--- src/rtl/pipelined_barrel_shifter.sv ---
// rtl/pipelined_barrel_shifter.sv - pipelined SLL/SRL/SRA(/ROL) barrel shifter with valid/ready handshake
//
// Purpose:
//   Shifts in_data by in_shamt through SHAMT_W mux levels. Level k shifts by 2^k when
//   shamt[k] is set, and the LSB level comes first. A register stage follows every
//   REG_EVERY levels, giving STAGES = ceil(SHAMT_W / REG_EVERY) cycles of latency.
//   Each stage carries its valid bit, partial data, shift amount, op, SRA sign and tag.
//   Stalls propagate backwards combinationally, and empty stages (bubbles) collapse.
//
// Optional feature:
//   SHIFTER_ROTATE_EN defined   -> op 2'b11 is rotate-left.
//   SHIFTER_ROTATE_EN undefined -> op 2'b11 behaves as SLL, and no rotate muxes exist.
//
// Ports:
//   clock      in   rising-edge clock
//   reset      in   async active-high reset, clears the whole pipeline
//   in_valid   in   operation presented
//   in_ready   out  shifter accepts this cycle
//   in_data    in   operand (WIDTH)
//   in_shamt   in   shift amount (SHAMT_W)
//   in_op      in   00 SLL, 01 SRL, 10 SRA, 11 ROL or SLL
//   in_tag     in   sideband tag, returned unchanged (TAG_W)
//   out_valid  out  result valid
//   out_ready  in   consumer accepts result
//   out_data   out  shifted result (WIDTH)
//   out_tag    out  tag of this result (TAG_W)

module pipelined_barrel_shifter #(
    parameter int WIDTH     = 32,
    parameter int SHAMT_W   = 5,
    parameter int REG_EVERY = 1,
    parameter int TAG_W     = 4
) (
    input  logic               clock,
    input  logic               reset,
    input  logic               in_valid,
    output logic               in_ready,
    input  logic [WIDTH-1:0]   in_data,
    input  logic [SHAMT_W-1:0] in_shamt,
    input  logic [1:0]         in_op,
    input  logic [TAG_W-1:0]   in_tag,
    output logic               out_valid,
    input  logic               out_ready,
    output logic [WIDTH-1:0]   out_data,
    output logic [TAG_W-1:0]   out_tag
);

    localparam int STAGES = (SHAMT_W + REG_EVERY - 1) / REG_EVERY;

    localparam logic [1:0] OP_SRL = 2'b01;
    localparam logic [1:0] OP_SRA = 2'b10;
`ifdef SHIFTER_ROTATE_EN
    localparam logic [1:0] OP_ROL = 2'b11;
`endif

    // Stage registers
    logic [STAGES-1:0]  st_valid;
    logic [WIDTH-1:0]   st_data  [STAGES];
    logic [SHAMT_W-1:0] st_shamt [STAGES];
    logic [1:0]         st_op    [STAGES];
    logic               st_sign  [STAGES];
    logic [TAG_W-1:0]   st_tag   [STAGES];

    // What each stage would load: the input ports for stage 0, the previous stage otherwise
    logic [STAGES-1:0]  src_valid;
    logic [WIDTH-1:0]   src_data  [STAGES];
    logic [SHAMT_W-1:0] src_shamt [STAGES];
    logic [1:0]         src_op    [STAGES];
    logic               src_sign  [STAGES];
    logic [TAG_W-1:0]   src_tag   [STAGES];
    logic [WIDTH-1:0]   nxt_data  [STAGES];

    // stage_ready[i]: stage i may load this cycle; stage_ready[STAGES] is the consumer
    logic [STAGES:0]    stage_ready;
    logic [STAGES-1:0]  stage_adv;

    // One mux level: shift by 2^k with the fill selected by the op
    function automatic logic [WIDTH-1:0] shift_level(
        input logic [WIDTH-1:0] d,
        input int               k,
        input logic [1:0]       op,
        input logic             sign
    );
        int               sh;
        logic [WIDTH-1:0] fill_mask;
        sh        = 1 << k;
        fill_mask = ~({WIDTH{1'b1}} >> sh);
        case (op)
            OP_SRL:  shift_level = d >> sh;
            OP_SRA:  shift_level = (d >> sh) | (sign ? fill_mask : '0);
`ifdef SHIFTER_ROTATE_EN
            OP_ROL:  shift_level = (d << sh) | (d >> (WIDTH - sh));
`endif
            default: shift_level = d << sh;
        endcase
    endfunction

    // Backpressure chain: a stage can load if it is empty or its content leaves this cycle
    always_comb begin
        stage_ready[STAGES] = out_ready;
        for (int i = STAGES - 1; i >= 0; i--) begin
            stage_adv[i]   = st_valid[i] && stage_ready[i+1];
            stage_ready[i] = !st_valid[i] || stage_adv[i];
        end
    end

    always_comb begin
        src_valid[0] = in_valid;
        src_data[0]  = in_data;
        src_shamt[0] = in_shamt;
        src_op[0]    = in_op;
        src_sign[0]  = in_data[WIDTH-1];
        src_tag[0]   = in_tag;
        for (int i = 1; i < STAGES; i++) begin
            src_valid[i] = st_valid[i-1];
            src_data[i]  = st_data[i-1];
            src_shamt[i] = st_shamt[i-1];
            src_op[i]    = st_op[i-1];
            src_sign[i]  = st_sign[i-1];
            src_tag[i]   = st_tag[i-1];
        end
    end

    // Stage i applies levels i*REG_EVERY .. min((i+1)*REG_EVERY, SHAMT_W)-1
    always_comb begin
        for (int i = 0; i < STAGES; i++) begin
            nxt_data[i] = src_data[i];
            for (int k = i * REG_EVERY; (k < (i + 1) * REG_EVERY) && (k < SHAMT_W); k++) begin
                if (src_shamt[i][k]) begin
                    nxt_data[i] = shift_level(nxt_data[i], k, src_op[i], src_sign[i]);
                end
            end
        end
    end

    always_ff @(posedge clock or posedge reset) begin
        if (reset) begin
            st_valid <= '0;
            for (int i = 0; i < STAGES; i++) begin
                st_data[i]  <= '0;
                st_shamt[i] <= '0;
                st_op[i]    <= '0;
                st_sign[i]  <= 1'b0;
                st_tag[i]   <= '0;
            end
        end else begin
            for (int i = 0; i < STAGES; i++) begin
                if (stage_ready[i]) begin
                    st_valid[i] <= src_valid[i];
                    // Payload only moves with a real op, so bubbles leave it untouched
                    if (src_valid[i]) begin
                        st_data[i]  <= nxt_data[i];
                        st_shamt[i] <= src_shamt[i];
                        st_op[i]    <= src_op[i];
                        st_sign[i]  <= src_sign[i];
                        st_tag[i]   <= src_tag[i];
                    end
                end
            end
        end
    end

    // While reset is held, anything presented would be discarded, so do not advertise ready
    assign in_ready  = stage_ready[0] && !reset;
    assign out_valid = st_valid[STAGES-1];
    assign out_data  = st_data[STAGES-1];
    assign out_tag   = st_tag[STAGES-1];

endmodule

--- config.mk ---
export PLATFORM = sky130hd
export DESIGN_NAME = pipelined_barrel_shifter
export DESIGN_NICKNAME = d
export VERILOG_FILES = /design/src/rtl/pipelined_barrel_shifter.sv
export SDC_FILE = /design/constraint.sdc
export NUM_CORES = 1
export LEC_CHECK = 0
export ABC_AREA = 1
export CAP_MARGIN = 10
export CORE_MARGIN = 2
export CORE_UTILIZATION = 51
export DETAILED_ROUTE_END_ITERATION = 8
export GPL_TIMING_DRIVEN = 1
export PLACE_DENSITY = 0.77
export SYNTH_ARGS = -nofsm -noshare
export SYNTH_HDL_FRONTEND = slang
export SYNTH_SLANG_ARGS = --single-unit
--- constraint.sdc ---
create_clock -name clock -period 10.9 [get_ports clock]
set_clock_uncertainty 0.2 [all_clocks]
set_input_delay 2.18 -clock clock [delete_from_list [all_inputs] [get_ports clock]]
set_output_delay 2.18 -clock clock [all_outputs]
set_load 0.02 [all_outputs]
==> Flow_metrics.wiki <==
{| class="wikitable"
! Metric !! Value
|-
| Outcome || completed
|-
| First DRT Iteration DRCs || 840
|-
| Highest attainable clock frequency || 0.167 GHz
|-
| GP Congestion || 0.877
|-
| Core ar. || 0.0211 mm²
|-
| Resize count post-CTS || 0
|-
| Number of port buffers || 84
|-
| DRC || 0
|-
| Synth cell types || 24
|-
| Clock buffers created by TritonCTS || 22
|-
| Share of the synthesized area in compound gates (AO/OA/AOI/OAI) || 14.9%
|-
| XOR/XNOR Fraction of Synth Area || 0%
|-
| Pre-CTS worst setup slack || 4900 ps
|-
| Vias || 9971
|-
| R2r worst-path depth || 7
|-
| Cell with the most instances after synthesis || nand2_1
|-
| Final setup viols || 0
|-
| Clock latency on the worst-skew pair || 510 ps
|-
| Busiest layer in global routing || met2
|-
| Synth Cell Area || 0.0110 mm²
|-
| Period Utilization, post-route || 55.0%
|-
| Area fraction in and, or, nand and nor cells after synthesis || 29.3%
|-
| Reg clk slew, reported paths || 60 ps
|-
| All-Layer GR Usage || 23.4%
|-
| GR Layer Usage met2 || 38.4%
|-
| Leading register cell type out of synthesis || dfrtp_1
|-
| Final count of hold timing violations || 0
|-
| Critical setup path kind || input port to primary output
|-
| IR drop worst, VDD || 0.121 mV
|-
| Worst r2r src || src_op[2]
|-
| Cell types with the highest counts after synthesis || 513 x nand2_1, 207 x dfrtp_1, 194 x a21oi_1
|-
| Global-route wire length before repair || 44.4 mm
|-
| Post-Synth Adder-Cell Area || 1.14%
|-
| Final setup slack of the worst path || 4900 ps
|-
| Number of antenna violations at the first check in global routing || 0
|-
| Vertical die dimension || 151 µm
|-
| Die span in x || 151 µm
|-
| Final #Nets || 1588
|-
| Core Rows || 53
|-
| Worst relative slew slack || 24.8%
|-
| Post-synthesis net count || 1574
|-
| CTS sink cnt || 207
|-
| Initial core utilization || 52.1%
|-
| Combinational family with the most area after synthesis || simple AND/OR/NAND/NOR gates
|-
| Largest area contributor in the netlist || dfrtp_1
|-
| Clock tree from TritonCTS || yes
|-
| Worst Setup Start Kind || input port
|-
| Kind of end point of the critical path || primary output
|-
| Post-placement cell count || 1782
|-
| Least-Margin Pin Slew || 1120 ps
|-
| LEAKAGE || 6.13 nW
|-
| Drt wl/cell || 14.3 µm
|-
| Final worst hold slack || 267 ps
|-
| Initial DRT Pass Iterations || 7
|-
| Fill cell count || 1949
|-
| Synthesized area per cell || 7.24 µm²
|-
| Non-filler cells, final || 1819
|-
| Largest net degree at the start of global routing || 141
|-
| Share of flip-flops with an asynchronous set or reset after synthesis || 100%
|-
| Total area of sequential cells || 0.00518 mm²
|-
| Total routed wirelength || 26.0 mm
|-
| Top-area cell type share of the netlist area || 47.2%
|-
| Synth area leaders || dfrtp_1 47%, nand2_1 18%, a21oi_1 8.8%
|-
| Max-capacitance violation count || 0
|-
| Layout cells sized above 1 || 4.15%
|-
| Synthesized flop and latch total || 207
|-
| Critical Path Start || out_ready
|-
| Post-Synthesis Cells || 1517
|-
| Die Outline Area || 0.0227 mm²
|-
| Data arrival time of the worst path || 3620 ps
|-
| Type of the worst min-delay path || flip-flop to flip-flop
|-
| Top fanout value on the critical path || 3
|-
| Detailed Place HPWL || 17.6 mm
|-
| Diodes inserted || 0
|-
| Final antenna-violating net count || 0
|-
| Post-CTS setup buffers || 0
|-
| EDFF count, synth || 0
|-
| Reg2reg setup slack || 8060 ps
|-
| Via density per instance || 5.48
|-
| Buffer depth of the longest clock path || 3
|-
| Remaining global-route overflow || 0
|-
| Final critical-path required period || 6000 ps
|-
| Number of global-route vias before repair || 9175
|-
| Final design utilization || 59.3%
|-
| Layout area overhead || 13.9%
|-
| Proportion of synthesized area in mux cells || 0%
|-
| Total power per unit cell area || 269 mW/mm²
|-
| Share of the yosys chip area belonging to registers || 47.2%
|-
| Area of combinational cells with multiple inputs || 0.00497 mm²
|-
| Clk root buf || clkbuf_16
|-
| # H-tree levels || 1
|-
| Setup TNS || 0 ps
|-
| Met3 layer usage reported by global route || 2.39%
|-
| End point of the critical path || in_ready
|-
| Number of synthesis warnings || 0
|-
| CTS Hold Bufs || 0
|-
| Data required time at the worst endpoint || 8520 ps
|-
| Crit Reg-Reg Endpoint || src_data[14]
|-
| Final number of max-transition violations || 0
|-
| Unrepaired setup endpoints after global routing || false
|-
| IO Count || 85
|-
| Global routing met1 resource utilization || 32.4%
|}
[logic make-up (layout without fill, tap and decap cells)]
family                     count (synthesis)  after routing
and+or+nand+nor                          782            782
AOI/OAI and AO/OA                        319            319
DFF                                      207            207
buffers and inverters                    199            226
adders and majority gates                 10             10
[per-layer routing]
metal  vias up  part of all wire [%]
li1       4960                     -
met4         0                   3.1
met1      4610                    44
met3        52                   5.2
met2       349                    47
met5         -                     0
[placed cells by master (no fill, tap or decap), drive strengths merged]
cell	synthesis	final
buf	51	11
o22ai	4	4
a31oi	1	1
clkbuf	54	31
nand2	514	514
or2	8	8
a21oi	194	194
nor3	1	1
clkinv	0	3
clkdlybuf4s50	0	84
bufinv	0	2
nor2	86	86
ha	10	10
o21ai	108	108
nand4	1	1
o211ai	12	12
clkinvlp	0	1
nand3b	1	1
inv	94	94
nand3	171	171
dfrtp	207	207
[registers in the layout (all words and copies together), names as in the netlist]
register and count:
out_tag 4, src_sign 4, src_op 8, src_tag 16, src_shamt 10, out_data 32
src_data 128, st_valid 5
[worst min path at each step]
stage                from          to  cells after the start
2_1_floorplan  src_tag[0]  out_tag[0]                      2
3_3_place_gp   src_tag[5]  src_tag[1]                      2
3_5_place_dp   src_tag[2]  out_tag[2]                      2
4_1_cts        src_tag[2]  out_tag[2]                      2
5_1_grt        src_tag[7]  src_tag[3]                      2
6_report       src_tag[2]  out_tag[2]                      2
[power by group]
part	internal, mW	total (mW)	switching [mW]
clock network	0.445	0.740	0.295
registers	1.06	1.32	0.264
logic	0.463	1.30	0.838
total	1.96	3.36	1.40
[area by class of cell]
| type | count | area share (%) |
|---|---|---|
| timing repair buffer | 95 | 7.39 |
| tap | 275 | 2.75 |
| clock buffer | 31 | 4.99 |
| multi-input combinational | 1111 | 39.8 |
| sequential | 207 | 41.4 |
| inverter | 94 | 2.88 |
| clock inverter | 6 | 0.751 |
[worst max-delay path: stages]
cell,delay (ps)
clkdlybuf4s50_1,480
inv_1,60
nand3_2,90
nor2_4,60
a31oi_1,120
clkdlybuf4s50_1,620
[per-stage QoR]
| stage | total power [mW] | instance area, µm² |
|---|---|---|
| after floorplan | 2.19 | 11000 |
| after global placement | 2.57 | 11800 |
| after detailed placement | 2.61 | 11800 |
| after CTS | 3.36 | 12500 |
| after global routing | 3.61 | 12500 |
| final | 3.36 | 12500 |
No activity file was read; power rests on OpenSTA's default activity.
